**config.mk**
```make
export PLATFORM = sky130hd
export DESIGN_NAME = digit_sequence_capture
export DESIGN_NICKNAME = d
export VERILOG_FILES = /design/src/rtl/digit_sequence_capture_pkg.sv /design/src/rtl/digit_sequence_capture_stabilizer.sv /design/src/rtl/digit_sequence_capture.sv
export SDC_FILE = /design/constraint.sdc
export NUM_CORES = 1
export LEC_CHECK = 0
export CAP_MARGIN = 40
export CELL_PAD_IN_SITES_DETAIL_PLACEMENT = 1
export CELL_PAD_IN_SITES_GLOBAL_PLACEMENT = 2
export CORE_UTILIZATION = 25
export DETAILED_ROUTE_END_ITERATION = 8
export PLACE_DENSITY = 0.64
export SLEW_MARGIN = 20
export SYNTH_ARGS = -nofsm -noshare
export SYNTH_HDL_FRONTEND = slang
export SYNTH_SLANG_ARGS = --single-unit
```
**constraint.sdc**
```tcl
create_clock -name clk -period 3.17 [get_ports clk]
set_clock_uncertainty 0.2 [all_clocks]
set_input_delay 0.317 -clock clk [delete_from_list [all_inputs] [get_ports clk]]
set_output_delay 0.317 -clock clk [all_outputs]
set_load 0.05 [all_outputs]
```
**src/rtl/digit_sequence_capture_pkg.sv**
```systemverilog
// Shared types and constants for the digit sequence capture block.
// Holds the FSM state encoding, the default sizing and the blank code.
package digit_sequence_capture_pkg;

    localparam int DEF_STABLE_CYCLES = 3;
    localparam int DEF_NUM_DIGITS    = 4;

    localparam logic [3:0] BLANK_CODE = 4'b0000;

    typedef enum logic [1:0] {
        IDLE = 2'd0,
        QUAL = 2'd1,
        HOLD = 2'd2,
        FULL = 2'd3
    } state_t;

endpackage

```
**src/rtl/digit_sequence_capture_stabilizer.sv**
```systemverilog
// Debounce stage: tracks the candidate code and its run length, and
// strobes accept on the edge where the run reaches STABLE_CYCLES.
module digit_stabilizer
    import digit_sequence_capture_pkg::*;
#(
    parameter int STABLE_CYCLES = DEF_STABLE_CYCLES
) (
    input  logic       clk,
    input  logic       rst_n,
    input  logic       clear,
    input  logic       arm,
    input  logic       qual,
    input  logic [3:0] digit_in,
    output logic [3:0] cand,
    output logic       accept
);

    localparam logic [3:0] LAST_RUN = 4'(STABLE_CYCLES - 1);

    logic [3:0] run;
    logic       match;
    logic       load;

    assign match  = qual && (digit_in == cand) && (digit_in != BLANK_CODE);
    assign accept = match && (run == LAST_RUN);

    // A new code restarts the run; blank or a completed accept zeroes it.
    assign load = (arm || (qual && !match)) && (digit_in != BLANK_CODE);

    always_ff @(posedge clk) begin
        if (!rst_n || clear) begin
            cand <= BLANK_CODE;
            run  <= 4'd0;
        end else if (load) begin
            cand <= digit_in;
            run  <= 4'd1;
        end else if (match && !accept) begin
            run <= run + 4'd1;
        end else begin
            run <= 4'd0;
        end
    end

endmodule

```
**src/rtl/digit_sequence_capture.sv**
```systemverilog
// Captures a sequence of debounced digit codes into a word and hands it
// to a consumer with a valid/ready handshake; flags digits lost while full.
module digit_sequence_capture
    import digit_sequence_capture_pkg::*;
#(
    parameter int STABLE_CYCLES = DEF_STABLE_CYCLES,
    parameter int NUM_DIGITS    = DEF_NUM_DIGITS
) (
    input  logic                    clk,
    input  logic                    rst_n,
    input  logic [3:0]              digit_in,
    input  logic                    clear,
    output logic [4*NUM_DIGITS-1:0] out_word,
    output logic                    out_valid,
    input  logic                    out_ready,
    output logic [2:0]              digit_count,
    output logic                    accept_pulse,
    output logic                    overflow
);

    localparam int         W        = 4 * NUM_DIGITS;
    localparam logic [2:0] LAST_IDX = 3'(NUM_DIGITS - 1);

    state_t         state;
    logic [W-1:0]   word;
    logic [2:0]     count;
    logic           pulse;
    logic           ovf;
    logic           prev_blank;
    logic [3:0]     cand;
    logic           accept;
    logic           blank;
    logic           ovf_set;
    logic [W+3:0]   shifted;

    digit_stabilizer #(
        .STABLE_CYCLES(STABLE_CYCLES)
    ) u_stab (
        .clk     (clk),
        .rst_n   (rst_n),
        .clear   (clear),
        .arm     (state == IDLE),
        .qual    (state == QUAL),
        .digit_in(digit_in),
        .cand    (cand),
        .accept  (accept)
    );

    assign blank   = (digit_in == BLANK_CODE);
    assign shifted = {word, cand};
    // Only a fresh blank-to-digit transition counts as a lost digit.
    assign ovf_set = (state == FULL) && prev_blank && !blank;

    always_ff @(posedge clk) begin
        if (!rst_n || clear) begin
            state      <= IDLE;
            word       <= '0;
            count      <= 3'd0;
            pulse      <= 1'b0;
            ovf        <= 1'b0;
            prev_blank <= 1'b1;
        end else begin
            prev_blank <= blank;
            pulse      <= accept;
            if (ovf_set) ovf <= 1'b1;
            case (state)
                IDLE: if (!blank) state <= IDLE == IDLE ? QUAL : IDLE;
                QUAL: begin
                    if (accept) begin
                        word  <= shifted[W-1:0];
                        count <= count + 3'd1;
                        state <= (count == LAST_IDX) ? FULL : HOLD;
                    end else if (blank) begin
                        state <= IDLE;
                    end
                end
                HOLD: if (blank) state <= IDLE;
                FULL: begin
                    if (out_ready) begin
                        word  <= '0;
                        count <= 3'd0;
                        state <= blank ? IDLE : HOLD;
                    end
                end
                default: state <= IDLE;
            endcase
        end
    end

    assign out_word     = word;
    assign out_valid    = (state == FULL);
    assign digit_count  = count;
    assign accept_pulse = pulse;
    assign overflow     = ovf;

endmodule
```
==> results.json, run 1 <==
{
  "pin_count": 30,
  "clockBufferDepth": 2,
  "power_leakage_nw": 0.625,
  "cp.required_ps": 2650,
  "antenna_cells_inserted": 0,
  "htree_levels": 2,
  "drv_cap": 0,
  "crit_fanout": 9,
  "die_area_mm2": 0.00625,
  "clk_latency_ps": 280,
  "min_to": "out_word[14]$_SDFFE_PP0P_",
  "fillers": 678,
  "fin_crit_sh": 0.745,
  "fmax_mhz": 424,
  "cpMaxStageDelayCell": "clkdlybuf4s50_1",
  "top_layer": "met4",
  "synth_top_cell_area_share": 0.431,
  "cts.clk_slew.worst_paths_ps": 70,
  "grt_antenna_before_repair": 0,
  "synthMuxAreaShare": 0.142,
  "syn_inst": 163,
  "synth_nets": 175,
  "drc": 0,
  "cts_buffers": 5,
  "die_y_um": 79.1,
  "setup_ws_ps": 809,
  "worst_ep_arrival_time_ps": 1840,
  "dp_hpwl_mm": 2.64,
  "cts_num_sinks": 32,
  "dp_slack_ps": 551,
  "hold_class": "reg -> reg",
  "fin_util": 0.343,
  "cts_hold_buf": 0,
  "synthFlopType": "dfxtp_1",
  "rsz0062_at_grt": "false",
  "synth_area_leaders": "dfxtp_1 43%, mux2i_1 14%, nand3_1 8.8%, nand2_1 5.6%, ha_1 3.4%",
  "cts_setup_buffers": 0,
  "reg2reg_to": "out_word[14]$_SDFFE_PP0P_",
  "layout.nets": 203,
  "yosysUniqueCellTypes": 32,
  "dp_cells": 256,
  "regToRegSetupSlack_ps": 970,
  "start_kind": "flip-flop",
  "drt_iter0_drc": 24,
  "core.rowCount": 27,
  "outcome": "finished, final reports clean",
  "period_minus_slack_ps": 2360,
  "synthArstFlopShare": 0,
  "r2r_start": "u_stab.run[0]$_SDFF_PP0_",
  "wl_met3_um": 111,
  "wl_met2_mm": 1.77,
  "ir_drop_mv": 0.139,
  "reg2regPathDepth": 7,
  "endpoint_kind": "primary output",
  "synth_compound_area_frac": 0.0463,
  "fin_cells": 264,
  "max_slew.worst_pin.slew_ps": 748,
  "yosysWarnings": 0,
  "core_area_mm2": 0.00561,
  "slowest_delay_ps": 800,
  "wl_met1_mm": 1.69,
  "cts_tree": "built",
  "cts.repair.resized": 0,
  "ys_ff_latch": 32,
  "synth_edf_count": 0,
  "portBuffers": 29,
  "grt_first_pass_wirelength_mm": 6.24,
  "tns_ps": 0,
  "drt-total-wl_mm": 3.64,
  "fp.dieW_um": 79.1,
  "grt_pass1_vias": 1282,
  "synth_xor_area_frac": 0.0354,
  "first_pass_iters": 4,
  "place_congestion": 0.737,
  "syn_area_mm2": 0.00149,
  "cts_root_buf": "clkbuf_8",
  "setup_viol": 0,
  "maxSlewViolCount": 0,
  "power.total_mw": 0.792,
  "synth_seq_area_share": 0.431,
  "synthAdderAreaFrac": 0.0337,
  "criticalPathCategory": "reg -> out",
  "wire_per_inst_um": 13.8,
  "hold_start": "out_word[14]$_SDFFE_PP0P_",
  "ant_nets": 0,
  "final_layout_size_suffix_gt1_frac": 0.0625,
  "syn_to_final_growth_pct": 29.7,
  "synth_simple_gate_area_frac": 0.263,
  "relSlewSlack": 0.500,
  "grt_max_degree": 45,
  "hold_violations": 0,
  "post_synth.cell_area_avg_um2": 9.11,
  "grtUsageTotal": 0.130,
  "power.density_mw_per_mm2": 411,
  "synth_top_family_by_area": "simple AND/OR/NAND/NOR gates",
  "synth_area_leader_cell": "dfxtp_1",
  "vias_per_cell": 4.79,
  "worstPathCellList": "nand2_1, inv_1, clkdlybuf4s50_1",
  "floorplan.initialDensity": 0.265,
  "holdPathStages": 2,
  "via_count": 1265,
  "grt_overflow_total": 0
}
[worst max path at each step]
stage                                      from                   endpoint  slack [ps]  cells past startpoint
after floorplan                     digit_in[0]  out_word[10]$_SDFFE_PP0P_        1460                      6
after global placement              digit_in[0]   out_word[2]$_SDFFE_PP0P_         380                      5
after detailed placement            digit_in[0]   out_word[2]$_SDFFE_PP0P_         550                      6
after CTS                 state[1]$_SDFFE_PP0P_                  out_valid         800                      3
after global routing                digit_in[0]   out_word[1]$_SDFFE_PP0P_         660                      6
final                     state[1]$_SDFFE_PP0P_                  out_valid         810                      3
[metrics by stage]
stage / hold WS (ps) / cell area, µm²
after CTS: 279 / 1930
after detailed placement: 267 / 1840
after global routing: 302 / 1930
after floorplan: 248 / 1490
after global placement: 255 / 1820
final: 274 / 1930
[logic make-up after synthesis]
logic type,after synthesis
AO/OA/AOI/OAI,10
XOR/XNOR,6
adder cells (fa/ha/maj),4
buffers and inverters,13
flip-flops,32
multiplexers,21
AND/OR/NAND/NOR,77
[synthesized netlist by cell type, types with 2 or more instances]
master,n
o21ai_0,2
nor3_1,2
inv_1,3
nand2_1,22
nor3b_1,3
nand2b_1,3
dfxtp_1,32
nand4_1,3
nor2_1,9
clkbuf_1,8
nand3_1,26
a21oi_1,2
xnor2_1,5
ha_1,4
mux2i_1,21
a2bb2oi_1,2
[critical path: cells and delay by family, from the launching register on]
family,cells,cell delay (ps)
flops,1,500
buf+inv,2,900
simple gates,1,160
[registers in the layout, indices dropped and copies added (netlist names)]
name,count
out_word,16
accept_pulse,1
u_stab.cand,4
prev_blank,1
state,2
digit_count,3
overflow,1
u_stab.run,4
[power breakdown]
part | internal (mW) | switching, mW
Combinational | 0.0218 | 0.0297
Sequential | 0.407 | 0.00499
Clock | 0.177 | 0.151
Total | 0.606 | 0.185
[cells in the final DEF, fill, tap and decap left out, types with 4 or more instances in the layout]
master | netlist | final
clkbuf_8 | 0 | 6
clkdlybuf4s50_1 | 0 | 29
dfxtp_1 | 32 | 32
ha_1 | 4 | 4
mux2i_1 | 21 | 21
nand2_1 | 22 | 22
nand3_1 | 26 | 26
nor2_1 | 9 | 9
xnor2_1 | 5 | 5
[metal layers]
metal,vias to the layer above,track usage
li1,624,-
met1,617,0.154
met2,19,0.219
met5,-,0
met3,5,0.0379
met4,0,0.0491
[layout make-up]
type / count / area, µm² / area share
clock buffer: 8 / 90.1 / 0.0468
inverter: 3 / 11.3 / 0.00585
multi-input combinational: 118 / 781 / 0.405
sequential: 32 / 641 / 0.333
tap: 72 / 90.1 / 0.0468
timing repair buffer: 31 / 313 / 0.162
Power figures use the tool's default switching activity.
==> run 2: changes to the inputs <==
--- a/config.mk
+++ b/config.mk
@@ -10,7 +10,7 @@
 export CELL_PAD_IN_SITES_GLOBAL_PLACEMENT = 2
 export CORE_UTILIZATION = 25
 export DETAILED_ROUTE_END_ITERATION = 8
-export PLACE_DENSITY = 0.64
+export PLACE_DENSITY = 0.67
 export SLEW_MARGIN = 20
 export SYNTH_ARGS = -nofsm -noshare
 export SYNTH_HDL_FRONTEND = slang
==> constraint.sdc (replaced) <==
create_clock -name clk -period 1.9 [get_ports clk]
set_clock_uncertainty 0.2 [all_clocks]
set_input_delay 0.19 -clock clk [delete_from_list [all_inputs] [get_ports clk]]
set_output_delay 0.19 -clock clk [all_outputs]
set_load 0.05 [all_outputs]
==> run 2 against run 1 <==
Against the previous run: first-iteration DRC count increased by 120%; global-route usage up 0.72 points; wire length grew 5.9%; count of clock-buffer cells in the layout shrank 2; register-to-register slack lost 860 ps; sequential power increased by 67%; non-clock buffer count grew 15; critical path type is now in -> reg; critical endpoint is now out_word[1]$_SDFFE_PP0P_; largest cell class unchanged.
==> results.json, run 2 (synthesized netlist as in run 1, its figures left out) <==
{
  "outcome": "finished, final reports clean",
  "portBuffers": 29,
  "first_pass_iters": 2,
  "worstPathCellList": "clkdlybuf4s50_1, or4_4, nand2b_2, nor3_4, buf_6, clkbuf_16, mux2i_1",
  "die_y_um": 79.1,
  "grt_pass1_vias": 1469,
  "cpMaxStageDelayCell": "or4_4",
  "final_layout_size_suffix_gt1_frac": 0.222,
  "fmax_mhz": 542,
  "via_count": 1330,
  "grt_max_degree": 45,
  "grt_first_pass_wirelength_mm": 6.59,
  "relSlewSlack": 0.663,
  "power.switching_mw": 0.315,
  "endpoint_kind": "flip-flop",
  "fp.dieW_um": 79.1,
  "maxSlewViolCount": 0,
  "regToRegSetupSlack_ps": 110,
  "final_cell_mix": "30 x dfxtp_1, 26 x nand3_1, 25 x buf_4, 22 x nand2_1, 21 x mux2i_1",
  "syn_to_final_growth_pct": 41.3,
  "max_slew.worst_pin.slew_ps": 505,
  "drc": 0,
  "vias_per_cell": 4.77,
  "wire_per_inst_um": 13.8,
  "clockBufferDepth": 2,
  "setup_viol": 0,
  "cts_num_sinks": 32,
  "grt_antenna_before_repair": 0,
  "worst_ep_arrival_time_ps": 1820,
  "cts_buffers": 5,
  "hold_class": "in -> reg",
  "floorplan.initialDensity": 0.265,
  "clk_latency_ps": 280,
  "pin_count": 30,
  "reg2regPathDepth": 8,
  "cts_root_buf": "clkbuf_8",
  "power.density_mw_per_mm2": 685,
  "hold_start": "digit_in[0]",
  "combinationalPowerShare": 0.076,
  "dp_hpwl_mm": 2.81,
  "power.total_mw": 1.44,
  "min_to": "u_stab.cand[0]$_SDFFE_PP0P_",
  "drt_iter0_drc": 52,
  "placement.cell_area_mm2": 0.00193,
  "core.rowCount": 27,
  "die_area_mm2": 0.00625,
  "hold_violations": 0,
  "slowest_delay_ps": 560,
  "start_kind": "primary input",
  "r2r_start": "u_stab.run[0]$_SDFF_PP0_",
  "swShare": 0.219,
  "ir_drop_mv": 0.225,
  "period_minus_slack_ps": 1840,
  "ant_nets": 0,
  "layout.nets": 218,
  "cp.required_ps": 1880,
  "cts_tree": "built",
  "largest_register_ffs": 16,
  "crit_fanout": 8,
  "criticalPathCategory": "in -> reg",
  "cts.clk_slew.worst_paths_ps": 70,
  "holdPathStages": 3,
  "core_area_mm2": 0.00561,
  "grtUsageTotal": 0.137,
  "fin_crit_sh": 0.971,
  "htree_levels": 2,
  "drt-total-wl_mm": 3.85,
  "fin_cells": 279,
  "reg2reg_to": "out_word[1]$_SDFFE_PP0P_",
  "p_clk_frac": 0.446,
  "drv_cap": 0,
  "antenna_cells_inserted": 0,
  "power_leakage_nw": 0.764,
  "final_common_cell": "dfxtp_1",
  "seqPwrFrac": 0.478,
  "place_congestion": 0.803,
  "fin_area_mm2": 0.00210,
  "grt_overflow_total": 0,
  "internal-power_mw": 1.12,
  "dp_cells": 269
}
==> run 2: layer usage <==
layer | part of all wire | GRT usage | vias up | routed length (µm)
met2 | 0.51 | 0.234 | 22 | 1970
met5 | 0 | 0 | - | 0
met1 | 0.43 | 0.151 | 645 | 1660
li1 | - | - | 652 | -
met3 | 0.030 | 0.0391 | 11 | 116
met4 | 0.028 | 0.0782 | 0 | 109
==> run 2: final cells by class <==
| type | count | area (µm²) |
|---|---|---|
| Tap cell | 72 | 90.1 |
| Clock inverter | 2 | 35.0 |
| Clock buffer | 6 | 72.6 |
| Multi-Input combinational cell | 118 | 798 |
| Timing Repair Buffer | 46 | 448 |
| Fill cell | 694 | 3510 |
| Inverter | 3 | 11.3 |
| Sequential cell | 32 | 643 |
==> run 2: power groups by stage <==
stage	logic, mW	clock network (mW)	registers [mW]
2_1_floorplan	0.0520	0	0.701
5_1_grt	0.121	0.702	0.687
4_1_cts	0.109	0.667	0.687
6_report	0.110	0.641	0.687
3_3_place_gp	0.106	0	0.702
3_5_place_dp	0.109	0	0.702
==> run 2: worst max path at each step <==
stage                                        start                   endpoint  slack, ps  cells after the start
after floorplan           u_stab.run[0]$_SDFF_PP0_  out_word[10]$_SDFFE_PP0P_        200                      8
after detailed placement               digit_in[0]   out_word[4]$_SDFFE_PP0P_       -190                      6
after global placement                 digit_in[0]   out_word[2]$_SDFFE_PP0P_       -160                      6
after CTS                 u_stab.run[0]$_SDFF_PP0_   out_word[2]$_SDFFE_PP0P_         20                      7
after global routing      u_stab.run[0]$_SDFF_PP0_  out_word[15]$_SDFFE_PP0P_        -30                      8
final                                  digit_in[3]   out_word[1]$_SDFFE_PP0P_         60                      7
==> run 2: timing repair <==
| action | 4_1_cts | 5_1_grt |
|---|---|---|
| hold buffers | 0 | 0 |
| setup endpoints to repair | 0 | 19 |
| gates resized for setup | 0 | 8 |
| buffers inserted | 0 | 1 |
==> run 2: critical path: cells and delay by family <==
kind	cells	cell delay [ps]
buf+inv	3	800
simple gates	3	710
mux	1	110
==> run 2: per-stage QoR <==
step                      setup TNS (ps)  hold slack [ps]  worst slack (ps)  utilization
after CTS                              0              278              20.1        0.363
after floorplan                        0              123               196            -
final                                  0              117              55.3        0.374
after detailed placement           -4090              268              -193        0.344
after global placement             -3280              256              -156        0.344
after global routing               -89.5              143             -32.2        0.374
==> run 3: changes to the inputs <==
--- a/config.mk
+++ b/config.mk
@@ -5,12 +5,14 @@
 export SDC_FILE = /design/constraint.sdc
 export NUM_CORES = 1
 export LEC_CHECK = 0
+export ABC_AREA = 1
 export CAP_MARGIN = 40
 export CELL_PAD_IN_SITES_DETAIL_PLACEMENT = 1
 export CELL_PAD_IN_SITES_GLOBAL_PLACEMENT = 2
+export CORE_MARGIN = 1
 export CORE_UTILIZATION = 25
 export DETAILED_ROUTE_END_ITERATION = 8
-export PLACE_DENSITY = 0.67
+export PLACE_DENSITY = 0.72
 export SLEW_MARGIN = 20
 export SYNTH_ARGS = -nofsm -noshare
 export SYNTH_HDL_FRONTEND = slang
==> run 3 against run 2 <==
Against the previous run: count of clock-buffer cells in the layout is the same; sequential share of layout area grew 3.6 points; synthesized cell count grew 7.4%; critical endpoint is now out_word[11].
==> results.json, run 3 <==
{
  "min_to": "overflow$_SDFFE_PP0P_",
  "fin_cells": 290,
  "holdPathStages": 2,
  "drc": 0,
  "crit_fanout": 3,
  "yosysMostFrequentCell": "nand2_1",
  "final_layout_size_suffix_gt1_frac": 0.195,
  "ir_drop_mv": 0.314,
  "relSlewSlack": 0.662,
  "grt_first_pass_wirelength_mm": 5.73,
  "place_congestion": 0.742,
  "ys_ff_latch": 32,
  "cpMaxStageDelayCell": "clkdlybuf4s50_1",
  "worst_ep_arrival_time_ps": 1450,
  "power_leakage_nw": 0.812,
  "setup_ws_ps": 56.6,
  "synth_nets": 187,
  "syn_inst": 175,
  "rsz0062_at_grt": "false",
  "dp_slack_ps": -99.8,
  "synthArstFlopShare": 0,
  "cts.clk_slew.worst_paths_ps": 70,
  "critPathBufInv": 1,
  "grt_overflow_total": 0,
  "synth_commonest_cells": "50 x nand2_1, 32 x dfxtp_1, 27 x a21oi_1",
  "clockBufferDepth": 2,
  "fp.dieW_um": 75.6,
  "synth_top_cell_area_share": 0.474,
  "die_area_mm2": 0.00571,
  "portBuffers": 29,
  "drt-total-wl_mm": 3.39,
  "synth_compound_area_frac": 0.138,
  "grt_max_degree": 20,
  "period_minus_slack_ps": 1840,
  "cts_buffers": 5,
  "first_pass_iters": 4,
  "reg2regPathDepth": 8,
  "synth_area_leaders": "dfxtp_1 47%, nand2_1 14%, a21oi_1 10%, inv_1 4.2%, ha_1 3.7%",
  "final_common_cell": "nand2_1",
  "max_slew.worst_pin.slew_ps": 505,
  "grtUsageTotal": 0.136,
  "clk_latency_ps": 280,
  "antenna_cells_inserted": 0,
  "synth_edf_count": 0,
  "die_y_um": 75.6,
  "synth_simple_gate_area_frac": 0.256,
  "fillers": 632,
  "floorplan.initialDensity": 0.261,
  "htree_levels": 2,
  "ant_nets": 0,
  "maxSlewViolCount": 0,
  "hold_class": "reg -> reg",
  "synthFlopType": "dfxtp_1",
  "cts_hold_buf": 0,
  "largest_register_ffs": 16,
  "grt_pass1_vias": 1274,
  "startpoint": "out_word[11]$_SDFFE_PP0P_",
  "dp_hpwl_mm": 2.62,
  "cts_num_sinks": 32,
  "cp.required_ps": 1510,
  "fin_util": 0.362,
  "setup_viol": 0,
  "wire_per_inst_um": 11.7,
  "synthMuxAreaShare": 0,
  "vias_per_cell": 4.32,
  "r2r_start": "u_stab.run[0]$_SDFF_PP0_",
  "fin_crit_sh": 0.970,
  "synth_top_family_by_area": "simple AND/OR/NAND/NOR gates",
  "regToRegSetupSlack_ps": 170,
  "synthAdderAreaFrac": 0.0370,
  "post_synth.cell_area_avg_um2": 7.73,
  "placement.cell_area_mm2": 0.00177,
  "final_cell_mix": "50 x nand2_1, 32 x dfxtp_1, 27 x a21oi_1, 22 x buf_4, 16 x clkdlybuf4s50_1",
  "endpoint_kind": "primary output",
  "cts_setup_buffers": 0,
  "drv_cap": 0,
  "hold_violations": 0,
  "yosysWarnings": 0,
  "layout.nets": 231,
  "power.density_mw_per_mm2": 699,
  "slowest_delay_ps": 810,
  "via_count": 1252,
  "synth_xor_area_frac": 0.0194,
  "cts.repair.resized": 0,
  "synth_seq_area_share": 0.474,
  "syn_area_mm2": 0.00135,
  "yosysUniqueCellTypes": 26,
  "criticalPathCategory": "reg -> out",
  "path_delay_family": "buffers and inverters",
  "grt_antenna_before_repair": 0,
  "worstPathCellList": "clkdlybuf4s50_1",
  "cts_root_buf": "clkbuf_8",
  "outcome": "finished, final reports clean",
  "start_kind": "flip-flop",
  "fmax_mhz": 542,
  "hold_start": "overflow$_SDFFE_PP0P_",
  "core_area_mm2": 0.00517,
  "drt_iter0_drc": 40,
  "syn_to_final_growth_pct": 38.4,
  "fin_area_mm2": 0.00187,
  "pin_count": 30,
  "dp_cells": 282,
  "synth_area_leader_cell": "dfxtp_1",
  "whs_ps": 267,
  "reg2reg_to": "digit_count[0]$_SDFFE_PP0P_",
  "cts_tree": "built",
  "core.rowCount": 26
}
[run 3: cell types whose count changed in the layout (fill, tap and decap cells not counted), sizes merged, moves of 8 or more]
cell   before  now
nand3      26    4
a21oi       2   27
buf        30   22
inv         3   18
mux2i      21    0
nand2      22   53
[run 3: power by group]
part	total (mW)	switching [mW]	leakage, nW	internal (mW)
clock	0.540	0.251	0.0510	0.289
combinational	0.0825	0.0459	0.502	0.0366
sequential	0.686	0.00691	0.259	0.679
total	1.31	0.304	0.812	1.00
[run 3: per-layer routing]
layer  global-route usage  wire (µm)
met5                    0          0
met4               0.0494         38
met3               0.0437        117
met2                0.228       1690
met1                0.164       1550
[run 3: kinds of logic after synthesis]
kind of cell | count (synthesis)
buffers and inverters | 23
and+or+nand+nor | 77
adders and majority gates | 4
xor gates and xnor gates | 3
AOI/OAI and AO/OA | 36
DFF | 32
[run 3: worst max path at each step]
stage,to,slack (ps),depth (start not counted)
after floorplan,digit_count[2]$_SDFFE_PP0P_,230,4
after global placement,digit_count[0]$_SDFFE_PP0P_,-40,10
after detailed placement,digit_count[0]$_SDFFE_PP0P_,-100,10
after CTS,out_word[3],20,1
after global routing,digit_count[0]$_SDFFE_PP0P_,5,8
final,out_word[11],60,1
[run 3: cell type report]
class                           instances  area [µm²]  area share
Clock inverter                          2        10.0     0.00535
Sequential cell                        32         641       0.342
Multi-Input combinational cell        120         616       0.329
Tap cell                               70        87.6      0.0468
Timing Repair Buffer                   41         363       0.194
Clock buffer                            6        82.6      0.0441
Inverter                               19        72.6      0.0388
[run 3: tightest hold or removal path, delay by kind of cell, from the launching register on]
kind | cells | cell delay, ps
AO/OA/AOI/OAI | 1 | 40
flip-flops | 1 | 320
AND/OR/NAND/NOR | 1 | 70
[run 3: stage by stage]
stage          setup TNS, ps  power [mW]
2_1_floorplan              0       0.741
3_3_place_gp            -323       0.782
3_5_place_dp           -1560       0.785
4_1_cts                    0        1.34
5_1_grt                    0        1.37
6_report                   0        1.31
